File: src/rtl/audio_pkg.sv
// Shared types and clip table for the audio clip player.
package audio_pkg;

  typedef enum logic [1:0] {SND_NONE, SND_JUMP, SND_DEAD, SND_WIN} snd_t;

  typedef enum logic [1:0] {ST_IDLE, ST_FETCH, ST_LATCH, ST_WAIT} play_state_t;

  // Start address of each clip in the sound ROM.
  function automatic int unsigned clip_base(input snd_t clip);
    case (clip)
      SND_JUMP: clip_base = 32'h0000;
      SND_DEAD: clip_base = 32'h1000;
      SND_WIN:  clip_base = 32'h3000;
      default:  clip_base = 32'h0000;
    endcase
  endfunction

  // Number of samples in each clip.
  function automatic int unsigned clip_len(input snd_t clip);
    case (clip)
      SND_JUMP: clip_len = 32'h1000;
      SND_DEAD: clip_len = 32'h2000;
      SND_WIN:  clip_len = 32'h4000;
      default:  clip_len = 32'h0001;
    endcase
  endfunction

endpackage

File: src/rtl/sample_tick_gen.sv
// Output-sample-rate divider: counts 0..CLK_DIV-1 and flags the last count.
module sample_tick_gen #(
  parameter int CLK_DIV = 1042
) (
  input  logic clk,
  input  logic reset,
  input  logic clear,
  output logic wrap
);

  localparam int CW = (CLK_DIV > 1) ? $clog2(CLK_DIV) : 1;

  logic [CW-1:0] div_cnt;

  assign wrap = (div_cnt == CW'(CLK_DIV - 1));

  // Free-running divider; clear realigns the phase to a new trigger.
  always_ff @(posedge clk) begin
    if (reset || clear) begin
      div_cnt <= '0;
    end else if (wrap) begin
      div_cnt <= '0;
    end else begin
      div_cnt <= div_cnt + 1'b1;
    end
  end

endmodule

File: src/rtl/audio_clip_player.sv
// Plays one stored PCM clip per new audio_select code, one sample per CLK_DIV cycles.
//
// state | meaning
// IDLE  | no clip playing, outputs quiet
// FETCH | rom_addr was just registered; waiting for ROM read latency
// LATCH | rom_data valid; capture sample and strobe sample_valid
// WAIT  | hold sample until the divider wraps, then next sample or finish
module audio_clip_player
  import audio_pkg::*;
#(
  parameter int CLK_DIV = 1042,
  parameter int ADDR_W  = 16,
  parameter int DATA_W  = 16
) (
  input  logic              clk,
  input  logic              reset,
  input  logic [1:0]        audio_select,
  output logic [ADDR_W-1:0] rom_addr,
  input  logic [DATA_W-1:0] rom_data,
  output logic [DATA_W-1:0] sample_out,
  output logic              sample_valid,
  output logic              busy,
  output logic [1:0]        playing_clip,
  output logic              clip_done
);

  play_state_t       state, state_d;
  snd_t              clip, clip_d;
  logic [1:0]        prev_sel;
  logic [ADDR_W-1:0] idx, idx_d;
  logic [ADDR_W-1:0] addr_d;
  logic [DATA_W-1:0] sample_d;
  logic              valid_d, done_d, busy_d;
  logic [1:0]        playing_d;
  logic              trigger;
  logic              wrap;

  // A held code fires once; returning to 00 re-arms the same code.
  assign trigger = (audio_select != 2'b00) && (audio_select != prev_sel);

  sample_tick_gen #(.CLK_DIV(CLK_DIV)) u_tick (
    .clk   (clk),
    .reset (reset),
    .clear (trigger),
    .wrap  (wrap)
  );

  // State and output registers.
  always_ff @(posedge clk) begin
    if (reset) begin
      state        <= ST_IDLE;
      clip         <= SND_NONE;
      prev_sel     <= 2'b00;
      idx          <= '0;
      rom_addr     <= '0;
      sample_out   <= '0;
      sample_valid <= 1'b0;
      clip_done    <= 1'b0;
      busy         <= 1'b0;
      playing_clip <= 2'b00;
    end else begin
      state        <= state_d;
      clip         <= clip_d;
      prev_sel     <= audio_select;
      idx          <= idx_d;
      rom_addr     <= addr_d;
      sample_out   <= sample_d;
      sample_valid <= valid_d;
      clip_done    <= done_d;
      busy         <= busy_d;
      playing_clip <= playing_d;
    end
  end

  // Next-state logic; a trigger overrides whatever the FSM was doing.
  always_comb begin
    state_d   = state;
    clip_d    = clip;
    idx_d     = idx;
    addr_d    = rom_addr;
    sample_d  = sample_out;
    valid_d   = 1'b0;
    done_d    = 1'b0;
    busy_d    = busy;
    playing_d = playing_clip;

    if (trigger) begin
      clip_d    = snd_t'(audio_select);
      idx_d     = '0;
      addr_d    = ADDR_W'(clip_base(snd_t'(audio_select)));
      state_d   = ST_FETCH;
      busy_d    = 1'b1;
      playing_d = audio_select;
    end else begin
      case (state)
        ST_FETCH: state_d = ST_LATCH;
        ST_LATCH: begin
          sample_d = rom_data;
          valid_d  = 1'b1;
          state_d  = ST_WAIT;
        end
        ST_WAIT: begin
          if (wrap) begin
            if (idx == ADDR_W'(clip_len(clip) - 1)) begin
              done_d    = 1'b1;
              busy_d    = 1'b0;
              playing_d = 2'b00;
              sample_d  = '0;
              state_d   = ST_IDLE;
            end else begin
              idx_d   = idx + 1'b1;
              addr_d  = ADDR_W'(clip_base(clip)) + idx + 1'b1;
              state_d = ST_FETCH;
            end
          end
        end
        default: state_d = ST_IDLE;
      endcase
    end
  end

endmodule

File: config.mk
export PLATFORM = sky130hd
export DESIGN_NAME = audio_clip_player
export DESIGN_NICKNAME = d
export VERILOG_FILES = /design/src/rtl/audio_pkg.sv /design/src/rtl/sample_tick_gen.sv /design/src/rtl/audio_clip_player.sv
export SDC_FILE = /design/constraint.sdc
export NUM_CORES = 1
export LEC_CHECK = 0
export BUFFER_PORTS_ARGS = -buffer_cell sky130_fd_sc_hd__buf_2
export CAP_MARGIN = 20
export CORE_MARGIN = 3
export CORE_UTILIZATION = 30
export CTS_BUF_LIST = sky130_fd_sc_hd__clkbuf_8
export DETAILED_ROUTE_END_ITERATION = 7
export HOLD_SLACK_MARGIN = 0.03
export PLACE_DENSITY = 0.51
export SLEW_MARGIN = 20
export SYNTH_ARGS = -nofsm -noshare
export SYNTH_HDL_FRONTEND = slang
export SYNTH_SLANG_ARGS = --single-unit
File: constraint.sdc
create_clock -name clk -period 3 [get_ports clk]
set_clock_uncertainty 0.15 [all_clocks]
set_input_delay 0.45 -clock clk [delete_from_list [all_inputs] [get_ports clk]]
set_output_delay 0.45 -clock clk [all_outputs]
set_load 0.05 [all_outputs]
* Word level (Yosys, flattened, before mapping)
Cells that the tools add are included.
** Storage, ports and cells
- Output and inout bits :: 37
- Input port bits :: 20
- Flip-flop bits (word level) :: 70
- Logic and storage cells :: 81
** Cells by class
- Add/subtract/negate cells :: 5
- Muxes and demuxes :: 31
- Bitwise operators :: 4
- Reduce and logical (&&, ||, !) cells :: 14
- Equality and inequality tests :: 15
** Operators by type and width (number)
- $mux W16 :: 13
- $pmux W14 S2 :: 2
- $pmux W15 S3 :: 1
- $add A16 B1 Y16 const B :: 2
- $pmux W16 S2 :: 1
- $add A16 B16 Y16 :: 1
- $eq A16 B16 Y1 :: 1
- $sub A16 B1 Y16 const B :: 1
- $eq A2 B2 Y1 const B :: 6
- $add A11 B1 Y11 const B :: 1
- $eq A11 B11 Y1 const B :: 1
- $mux W2 :: 5
- $reduce_bool A2 Y1 :: 5
- $reduce_and A3 Y1 :: 3
- $mux W1 :: 8
- $pmux W2 S3 :: 1
- $eq A2 B1 Y1 const B :: 2
- $ne A2 B1 Y1 const B :: 2
- $not A1 Y1 :: 4
- $reduce_and A4 Y1 :: 1
- $reduce_or A2 Y1 :: 2
- $reduce_or A4 Y1 :: 1
- $ne A3 B1 Y1 const B :: 1
- $ne A2 B2 Y1 :: 1
- 3 further kinds :: 3

* Logic depth before layout (Yosys ltp)
Gate-level depths: netlist of the first run.
- Depth in word-level cells :: 17
- Gate-level depth with buffers :: 9
- Mapped depth without buffers :: 7

* By module
Synthesis of the first run repeated with hierarchy kept, for this count alone.
** Second synthesis, totals
- Cells, all modules :: 392
- Area, all modules :: 3423.3 um^2
** Modules (own cells, without submodules)
- audio_clip_player :: times used 1, cells an instance 336, sequential area each 1181.1 um^2, area an instance 2910.3 um^2
- sample_tick_gen :: times used 1, cells an instance 56, sequential area each 220.2 um^2, area an instance 513.0 um^2

* Worst setup path after synthesis of the first run
Ideal clock, no wire load.
- Path type :: register -> register
- From :: register clip[1]
- To :: register rom_addr[10]
- Stages on the path, launching flop included :: 8
- Path slack :: 0.781 ns
- Period minus slack after synthesis :: 2.219 ns
- Data required time :: 2.713 ns
- Buffers on the path :: 2
- Library setup time :: 0.137 ns
- Arrival time :: 1.932 ns
- Cell sequence :: dfxtp_1 -> ha_1 -> or3_1 -> or3_1 -> clkbuf_1 -> clkbuf_1 -> a21oi_1 -> a211oi_1
** On the way
- Longest elaborated chain between the ends :: 9
- Elaborated cells between the ends (all ways) :: 11
- Classes of those cells :: add/sub (1); eq/ne (5); mux (4); reduce/logical (1)
** Ends and longest elaborated chain
- start, declared :: RTL line audio_clip_player.sv:28 : snd_t clip, clip_d;
- start signal, assigned :: RTL line audio_clip_player.sv:63 : clip <= clip_d;
- $eq A2 B2 Y1 / $eq A2 B1 Y1 (equally long branches) :: RTL line audio_pkg.sv:20 : case (clip)
- $pmux W15 S3 (*) :: RTL line audio_pkg.sv:20
- $mux W16 (*) :: RTL line audio_clip_player.sv:103 : if (wrap) begin
- $mux W16 (*) :: RTL line audio_clip_player.sv:95 : case (state)
- $mux W16 (*) :: RTL line audio_clip_player.sv:87 : if (trigger) begin
- $sub A16 B1 Y16 (*) :: RTL line audio_clip_player.sv:104 : if (idx == ADDR_W'(clip_len(clip) - 1)) begin
- $eq A16 B16 Y1 (*) :: RTL line audio_clip_player.sv:104
- $ne A2 B1 Y1 (no line) (*)
- $reduce_and A3 Y1 (no line) (*)
- end signal, assigned :: RTL line audio_clip_player.sv:66 : rom_addr <= addr_d;
- end, declared :: RTL line audio_clip_player.sv:18 : output logic [ADDR_W-1:0] rom_addr,
Mark *: on every way between the ends. The rest lies on a longest branch, timed or not. The select of a mux whose other input is x is not followed.
A chain may end at the register's enable or synchronous reset.

* Final worst setup path of the first run
- From :: register clip[1]
- To :: register rom_addr[2]
The elaborated chain is that of the path after synthesis.

==> impl_metrics.json, run 1 <==
{
  "crit_slowest_cell": "ha_1",
  "ir_worst_vdd_uv": 140,
  "setup_violations": 0,
  "cp_common_cell": "buf_4",
  "place_ws_ns": 0.576,
  "postCtsSetupBuffers": 0,
  "drc": 0,
  "vias_per_cell": 5.42,
  "worstPathRequired_ns": 3.11,
  "placed_area_um2": 3920,
  "synth_nets": 430,
  "final_cells": 594,
  "holdCritPathClass": "in2reg",
  "antenna_cells": 0,
  "p_leak_nw": 1.62,
  "arrival_ns": 2.51,
  "drive_gt1_frac": 0.200,
  "fmax_ghz": 0.417,
  "ant_nets": 0,
  "grt_pass1_wl_um": 15100,
  "clk_pin_slew_ns": 0.08,
  "die_area_um2": 13100,
  "setup_ws_ns": 0.599,
  "outcome": "finished clean",
  "overflow": 0,
  "syn_inst": 403,
  "power_density_nw_per_um2": 448,
  "finalHoldViolations": 0,
  "syn-cell-area_um2": 3530,
  "rsz0062_at_grt": "false",
  "cp-end-kind": "flop",
  "regToRegSetupSlack_ns": 0.60,
  "final_area_um2": 4090,
  "hpwl_um": 6120,
  "dieHeight_um": 115,
  "maxCapViolCount": 0,
  "yosysWarningCount": 0,
  "min_period_ns": 2.40,
  "rows": 39,
  "core-area_um2": 11500,
  "slowest_delay_ns": 0.39,
  "avgSynthCellArea_um2": 8.77,
  "cts_made_buffers": 9,
  "crit_path_max_fanout": 20,
  "drtIter0Drc": 142,
  "synthDistinctLibCells": 47,
  "synth_area_leader_cell": "dfxtp_1",
  "cts_resized": 0,
  "worst_pin_slew_ns": 0.871,
  "nFillCells": 1192,
  "yosys_most_used_dff": "dfxtp_1",
  "synthArstFlopShare": 0,
  "wirelength_um": 8840,
  "routedWlPerCell_um": 14.9,
  "yosys_register_bits": 70,
  "grt_max_degree": 35,
  "tns_ns": 0,
  "synth_top_area_frac": 0.396,
  "synth_area_leaders": "dfxtp_1, o31ai_1, a21oi_1",
  "vias": 3219,
  "h-tree-depth": 3,
  "finalCritPeriodShare": 0.800,
  "place.gp.congestion": 0.823,
  "synth_edf_count": 0,
  "cts.sinks": 70,
  "layout.nets": 473,
  "grt_usage": 0.141,
  "finalPower_mw": 1.83,
  "relSlewSlack": 0.419,
  "clk_path_buf_depth": 2,
  "grt_pass1_vias": 3037,
  "cts_root_buf": "clkbuf_8",
  "rr_endpoint": "rom_addr[2]$_SDFFE_PP0P_",
  "antenna_found_initial": 0,
  "crit_path_end": "rom_addr[2]$_SDFFE_PP0P_",
  "reg2reg_depth": 7,
  "ys_seq_area_frac": 0.396,
  "holdBufCountCts": 0,
  "fp.dieW_um": 115,
  "worstSetupStartpoint": "clip[1]$_SDFFE_PP0P_",
  "drv_slew": 0,
  "clock_latency_ns": 0.35,
  "worstSetupPathType": "reg2reg",
  "startpoint_type": "flop",
  "port_buffers": 56,
  "cts_tree": "built",
  "start_util": 0.308,
  "dp.cells": 578,
  "reg2reg_from": "clip[1]$_SDFFE_PP0P_",
  "ioPinCount": 57,
  "crit_chain": "ha_1 -> or3_1 -> buf_4 -> nor3_2 -> buf_4 -> nor2_2 -> a211oi_1",
  "syn_to_final_growth_pct": 15.6,
  "dr.pass1.iters": 4
}
## synth_stat cells (8+ instances only)
library cell and number:
a211oi_1 10, a21oi_1 29, a32oi_1 16, and3_1 21, buf_2 12, clkbuf_1 20, dfxtp_1 70, inv_1 8
nand2_1 36, nand3_1 14, nor2_1 17, nor3_1 8, o31ai_1 29, or4_1 12, xnor2_1 13, xor2_1 10
## worst max-delay path: cells and delay by family (launching register included)
family | cells | cell delay (ns)
AOI/OAI and AO/OA | 1 | 0.23
buffers and inverters | 2 | 0.47
adders and majority gates | 1 | 0.39
and+or+nand+nor | 3 | 0.71
DFF | 1 | 0.36
## metrics by stage
stage	hold WS (ns)	utilization
floorplan	0.291	-
global placement	0.293	0.342
detailed placement	0.300	0.342
CTS	0.135	0.356
global route	0.151	0.356
finish	0.150	0.356
## cells by family (layout without fill, tap and decap cells)
logic type                 after synthesis  in the layout  synth area share
AOI/OAI and AO/OA                      110            110             0.223
xor gates and xnor gates                23             23            0.0570
adders and majority gates                7              7            0.0248
buffers and inverters                   41             89            0.0499
DFF                                     70             70             0.396
muxes                                    3              3           0.00850
and+or+nand+nor                        149            149             0.240
## state kept, by name, indices dropped and copies added, names as in the netlist
signal	flops
state	2
busy	1
clip	2
idx	16
rom_addr	16
sample_out	16
u_tick.div_cnt	11
playing_clip	2
clip_done	1
sample_valid	1
prev_sel	2
## worst min path at each step
stage                                              end  cells after the start  slack, ns                          from
after floorplan           u_tick.div_cnt[0]$_SDFF_PP0_                      1       0.29  u_tick.div_cnt[0]$_SDFF_PP0_
after global placement               busy$_SDFFE_PP0P_                      2       0.29             busy$_SDFFE_PP0P_
after detailed placement             busy$_SDFFE_PP0P_                      2       0.30             busy$_SDFFE_PP0P_
after CTS                   sample_out[4]$_SDFFE_PP0P_                      3       0.14                   rom_data[4]
after global routing       sample_out[14]$_SDFFE_PP0P_                      3       0.15                  rom_data[14]
final                       sample_out[4]$_SDFFE_PP0P_                      3       0.15                   rom_data[4]
## cell usage in the layout, fill, tap and decap left out, drive strengths merged, types with 12 or more instances in the layout
cell and n:
or4 12, o31ai 29, nand3 14, nand2 36, dfxtp 70, buf 65
xnor2 13, nor2 18, and3 21, a21oi 29, a32oi 16
## per-layer routing
| layer | global-route usage | share of wire |
|---|---|---|
| met1 | 0.186 | 0.47 |
| met2 | 0.229 | 0.47 |
| met3 | 0.0285 | 0.040 |
| met4 | 0.0499 | 0.015 |
| met5 | 0 | 0 |
## area by class of cell
type                       instances  area [um2]  share of cell area
clock inverter                     6        28.8             0.00704
tap                              143         179              0.0438
clock buffer                      10         138              0.0337
timing repair buffer              65         348              0.0851
inverter                           8        30.0             0.00735
sequential                        70        1400               0.343
multi-input combinational        292        1960               0.480
## where the power goes
part           internal (mW)  switching [mW]
registers              0.950          0.0161
logic                 0.0513           0.137
clock network          0.312           0.364
Note: power is estimated with default switching activity, not from simulation.
==> run 2, diff against run 1 <==
--- a/config.mk
+++ b/config.mk
@@ -5,6 +5,7 @@
 export SDC_FILE = /design/constraint.sdc
 export NUM_CORES = 1
 export LEC_CHECK = 0
+export ABC_AREA = 1
 export BUFFER_PORTS_ARGS = -buffer_cell sky130_fd_sc_hd__buf_2
 export CAP_MARGIN = 20
 export CORE_MARGIN = 3
@@ -12,7 +13,7 @@
 export CTS_BUF_LIST = sky130_fd_sc_hd__clkbuf_8
 export DETAILED_ROUTE_END_ITERATION = 7
 export HOLD_SLACK_MARGIN = 0.03
-export PLACE_DENSITY = 0.51
+export PLACE_DENSITY = 0.53
 export SLEW_MARGIN = 20
 export SYNTH_ARGS = -nofsm -noshare
 export SYNTH_HDL_FRONTEND = slang
==> constraint.sdc (replaced) <==
create_clock -name clk -period 2.05 [get_ports clk]
set_clock_uncertainty 0.15 [all_clocks]
set_input_delay 0.3075 -clock clk [delete_from_list [all_inputs] [get_ports clk]]
set_output_delay 0.3075 -clock clk [all_outputs]
set_load 0.05 [all_outputs]
==> impl_metrics.json, run 2 <==
{
  "ir_worst_vdd_uv": 443,
  "fp.dieW_um": 113,
  "yosysWarningCount": 0,
  "crit_path_max_fanout": 12,
  "synthMostInstantiatedCell": "nand2_1",
  "pwr-share-seq": 0.486,
  "drv_slew": 0,
  "holdBufCountCts": 0,
  "clk_pin_slew_ns": 0.07,
  "drc": 0,
  "worstSetupPathType": "reg2reg",
  "dieHeight_um": 113,
  "fmax_ghz": 0.518,
  "cts.sinks": 70,
  "arrival_ns": 2.06,
  "synth_area_leaders": "dfxtp_1, nand2_1, nor2_1",
  "yosys_most_used_dff": "dfxtp_1",
  "power_density_nw_per_um2": 686,
  "gr-usage-met2": 0.210,
  "place.gp.congestion": 0.855,
  "final_common_cell": "nand2_1",
  "intPower_mw": 2.13,
  "h-tree-depth": 3,
  "finalHoldViolations": 0,
  "synth_edf_count": 0,
  "finalCritPeriodShare": 0.942,
  "antenna_cells": 0,
  "combPwrFrac": 0.124,
  "setup_ws_ns": 0.119,
  "synthDistinctLibCells": 40,
  "clock_latency_ns": 0.35,
  "hpwl_um": 5730,
  "startpoint_type": "flop",
  "outcome": "finished clean",
  "yosys_register_bits": 70,
  "fin_hold_ws_ns": 0.0785,
  "worstSetupStartpoint": "clip[1]$_SDFFE_PP0P_",
  "grt_usage": 0.126,
  "layout.nets": 574,
  "cp-end-kind": "flop",
  "clk_path_buf_depth": 2,
  "reg_top3": "idx: 16 flops, rom_addr: 16 flops, sample_out: 16 flops",
  "rsz0062_at_grt": "true",
  "grt_pass1_vias": 3010,
  "worst_pin_slew_ns": 0.459,
  "use_met1": 0.156,
  "final_util": 0.385,
  "ioPinCount": 57,
  "synth_area_leader_cell": "dfxtp_1",
  "reg2reg_from": "clip[1]$_SDFFE_PP0P_",
  "multi_input_area_um2": 1800,
  "ys_seq_area_frac": 0.408,
  "die_area_um2": 12800,
  "dr.pass1.iters": 5,
  "p_clk_frac": 0.390,
  "synth_top_area_frac": 0.408,
  "syn-cell-area_um2": 3440,
  "p_switching_uw": 789,
  "setup_violations": 0,
  "vias": 3093,
  "holdCritPathClass": "in2reg",
  "worstPathRequired_ns": 2.18,
  "port_buffers": 56,
  "grt_pass1_wl_um": 13400,
  "switching_share": 0.271,
  "syn_inst": 475,
  "maxCapViolCount": 0,
  "core-area_um2": 11000,
  "rows": 38,
  "min_period_ns": 1.93,
  "drive_gt1_frac": 0.237,
  "routedWlPerCell_um": 11.3,
  "overflow": 0,
  "vias_per_cell": 4.47,
  "antenna_found_initial": 0,
  "gr-max-usage-layer": "met2",
  "nFillCells": 1163,
  "ys_top_cells_by_count": "nand2_1, nor2_1, dfxtp_1",
  "syn_to_final_growth_pct": 23.6,
  "cts_made_buffers": 9,
  "met3_usage": 0.0412,
  "ant_nets": 0,
  "relSlewSlack": 0.692,
  "synth_nets": 502,
  "seqCellArea_um2": 1400,
  "drtIter0Drc": 137,
  "wirelength_um": 7800,
  "hp-start": "reset",
  "layout_common_cells": "nand2_1, nor2_1, dfxtp_1",
  "p_leak_nw": 1.88,
  "synthArstFlopShare": 0,
  "place_ws_ns": 0.0788,
  "start_util": 0.312,
  "avgSynthCellArea_um2": 7.24,
  "grt_max_degree": 22,
  "cts_tree": "built",
  "cts_root_buf": "clkbuf_8"
}
==> run 2: through the flow <==
step / cells / setup TNS [ns] / instance area, um2 / power, mW
2_1_floorplan: 475 / 0 / 3440 / 1.70
3_3_place_gp: 669 / 0 / 3920 / 1.79
3_5_place_dp: 669 / 0 / 3920 / 1.80
4_1_cts: 685 / 0 / 4120 / 2.94
5_1_grt: 692 / -0.0488 / 4250 / 3.06
6_report: 692 / 0 / 4250 / 2.92
==> run 2: path summary, 6_finish.rpt <==
path | slack (ns) | endpoint | cells past startpoint
max | 0.12 | sample_out[10]$_SDFFE_PP0P_ | 10
min | 0.08 | busy$_SDFFE_PP0P_ | 2
max reg2reg | 0.12 | sample_out[10]$_SDFFE_PP0P_ | 10
min reg2reg | 0.31 | rom_addr[3]$_SDFFE_PP0P_ | 2
==> run 2: power by group through the flow <==
stage	sequential, mW	clock [mW]	combinational (mW)
floorplan	1.53	0	0.169
global placement	1.45	0	0.344
detailed placement	1.45	0	0.347
CTS	1.42	1.18	0.348
global route	1.42	1.24	0.398
finish	1.42	1.14	0.362
==> run 2: per-layer routing <==
layer / up-vias / share of wire
met3: 7 / 0.054
met5: - / 0
li1: 1646 / -
met2: 54 / 0.47
met1: 1386 / 0.47
met4: 0 / 0.0085
==> run 2: cells by family (layout without fill, tap and decap cells) <==
logic type	count (synthesis)	after routing	synth area share
and+or+nand+nor	263	264	0.347
DFF	70	70	0.408
buffers and inverters	61	137	0.0826
AOI/OAI and AO/OA	57	57	0.0943
xor gates and xnor gates	17	17	0.0433
adders and majority gates	7	7	0.0255
==> run 2: worst max-delay path: stages (launching register included) <==
cell     delay [ns]
dfxtp_1        0.34
ha_1           0.35
nor2_1         0.10
nand2_1        0.09
nor2_4         0.16
nand4_4        0.17
nand2_8        0.16
nand2_4        0.12
nand2_2        0.08
nand2_1        0.05
nor2_1         0.09
==> run 2: area by class of cell <==
class,instances,area share
Inverter,45,0.0409
Sequential cell,70,0.330
Tap cell,140,0.0412
Multi-Input combinational cell,345,0.424
Clock buffer,11,0.0356
Timing Repair Buffer,76,0.116
Clock inverter,5,0.0118
==> run 2: repair_timing <==
| item | in CTS | in global routing |
|---|---|---|
| gates resized for setup | 0 | 10 |
| buffers inserted | 0 | 6 |
| endpoints found under the hold margin | 0 | 0 |
| endpoints found under the setup margin | 0 | 30 |
==> run 3, diff against run 2 <==
--- a/config.mk
+++ b/config.mk
@@ -12,8 +12,8 @@
 export CORE_UTILIZATION = 30
 export CTS_BUF_LIST = sky130_fd_sc_hd__clkbuf_8
 export DETAILED_ROUTE_END_ITERATION = 7
-export HOLD_SLACK_MARGIN = 0.03
 export PLACE_DENSITY = 0.53
+export REMOVE_ABC_BUFFERS = 1
 export SLEW_MARGIN = 20
 export SYNTH_ARGS = -nofsm -noshare
 export SYNTH_HDL_FRONTEND = slang
==> impl_metrics.json, run 3 (same netlist as run 2, synthesis figures left out) <==
{
  "intPower_mw": 2.13,
  "place.gp.congestion": 0.846,
  "final_util": 0.378,
  "combPwrFrac": 0.120,
  "holdCritPathClass": "in2reg",
  "grt_pass1_wl_um": 13500,
  "setup_ws_ns": 0.139,
  "drive_gt1_frac": 0.234,
  "final_common_cell": "nand2_1",
  "vias": 3104,
  "nFillCells": 1203,
  "start_util": 0.312,
  "setup_violations": 0,
  "tns_ns": 0,
  "relSlewSlack": 0.673,
  "ant_nets": 0,
  "reg_top3": "idx: 16 flops, rom_addr: 16 flops, sample_out: 16 flops",
  "rsz0062_at_grt": "false",
  "cts.sinks": 70,
  "outcome": "finished clean",
  "syn_to_final_growth_pct": 21.3,
  "worstSetupPathType": "reg2reg",
  "layout.nets": 569,
  "maxCapViolCount": 0,
  "arrival_ns": 2.05,
  "switching_share": 0.272,
  "crit_path_max_fanout": 11,
  "drc": 0,
  "cts_root_buf": "clkbuf_8",
  "p_clk_frac": 0.396,
  "p_leak_nw": 1.85,
  "finalHoldViolations": 0,
  "drtIter0Drc": 97,
  "place_ws_ns": 0.0584,
  "startpoint_type": "flop",
  "antenna_cells": 0,
  "worst_pin_slew_ns": 0.488,
  "ir_worst_vdd_uv": 470,
  "p_switching_uw": 796,
  "worstPathRequired_ns": 2.19,
  "clk_path_buf_depth": 2,
  "clock_latency_ns": 0.34,
  "vias_per_cell": 4.52,
  "grt_pass1_vias": 3000,
  "core-area_um2": 11000,
  "fmax_ghz": 0.523,
  "layout_common_cells": "nand2_1, nor2_1, dfxtp_1",
  "min_period_ns": 1.91,
  "clk_pin_slew_ns": 0.08,
  "cp-end-kind": "flop",
  "overflow": 0,
  "pwr-share-seq": 0.484,
  "fp.dieW_um": 113,
  "die_area_um2": 12800,
  "routedWlPerCell_um": 11.2,
  "finalPower_mw": 2.93,
  "antenna_found_initial": 0,
  "port_buffers": 56,
  "cts_made_buffers": 9,
  "dieHeight_um": 113,
  "power_density_nw_per_um2": 703,
  "fin_hold_ws_ns": 0.0969,
  "grt_max_degree": 21,
  "wirelength_um": 7720,
  "rows": 38,
  "cts_tree": "built",
  "dr.pass1.iters": 4,
  "finalCritPeriodShare": 0.932,
  "hpwl_um": 5770,
  "drv_slew": 0,
  "grt_usage": 0.127,
  "ioPinCount": 57,
  "h-tree-depth": 3
}
run 3: cell types whose count changed in the layout (fill, tap and decap cells not counted), sizes merged:
cell      previous run  this run
buf                 76        72
clkinv               2         5
inv                 46        44
clkinvlp             1         0
nand2              125       124
run 3: worst max-delay path, stage by stage (launching register included):
cell and delay [ns]:
dfxtp_2 0.35, ha_1 0.31, nor2_1 0.09, nand2_1 0.09, nor2_4 0.17, nand3_2 0.17
nand2_8 0.15, buf_4 0.18, nand2_1 0.07, a21oi_2 0.13
run 3: final cells by class:
cell class                 instances  area [um2]  area share
clock buffer                      11         151      0.0363
multi-input combinational        344        1770       0.425
clock inverter                     5        57.6      0.0138
tap                              140         175      0.0420
timing repair buffer              72         438       0.105
sequential                        70        1400       0.337
inverter                          45         171      0.0411
run 3: final timing paths:
path / from / end / slack (ns) / cells after the start
worst max-delay path: clip[1]$_SDFFE_PP0P_ / idx[4]$_SDFFE_PP0P_ / 0.14 / 9
worst min-delay path: reset / state[0]$_SDFFE_PP0P_ / 0.1 / 2
worst max register to register: clip[1]$_SDFFE_PP0P_ / idx[4]$_SDFFE_PP0P_ / 0.14 / 9
worst min register to register: rom_addr[1]$_SDFFE_PP0P_ / rom_addr[1]$_SDFFE_PP0P_ / 0.31 / 2
run 3: per-stage QoR:
step | cell area, um2 | cells
global placement | 3920 | 669
finish | 4170 | 687
detailed placement | 3920 | 669
floorplan | 3320 | 459
CTS | 4130 | 685
global route | 4170 | 687
run 3: metal layers:
layer  GRT usage  vias to the layer above  share of wire
met2       0.215                       62           0.46
li1            -                     1644              -
met1       0.157                     1385           0.47
met3      0.0358                       13          0.049
met5           0                        -              0
met4      0.0385                        0          0.016
run 3: power by group through the flow:
stage | Combinational [mW] | Sequential, mW | Clock [mW]
final | 0.352 | 1.42 | 1.16
after global routing | 0.389 | 1.42 | 1.25
after CTS | 0.354 | 1.42 | 1.22
after detailed placement | 0.354 | 1.45 | 0
after global placement | 0.346 | 1.45 | 0
after floorplan | 0.155 | 1.53 | 0
run 3: repair_timing:
action / in CTS / in global routing
setup buffers: 0 / 2
setup endpoints to repair: 0 / 38
hold buffers: 0 / 0
resized for setup: 0 / 7
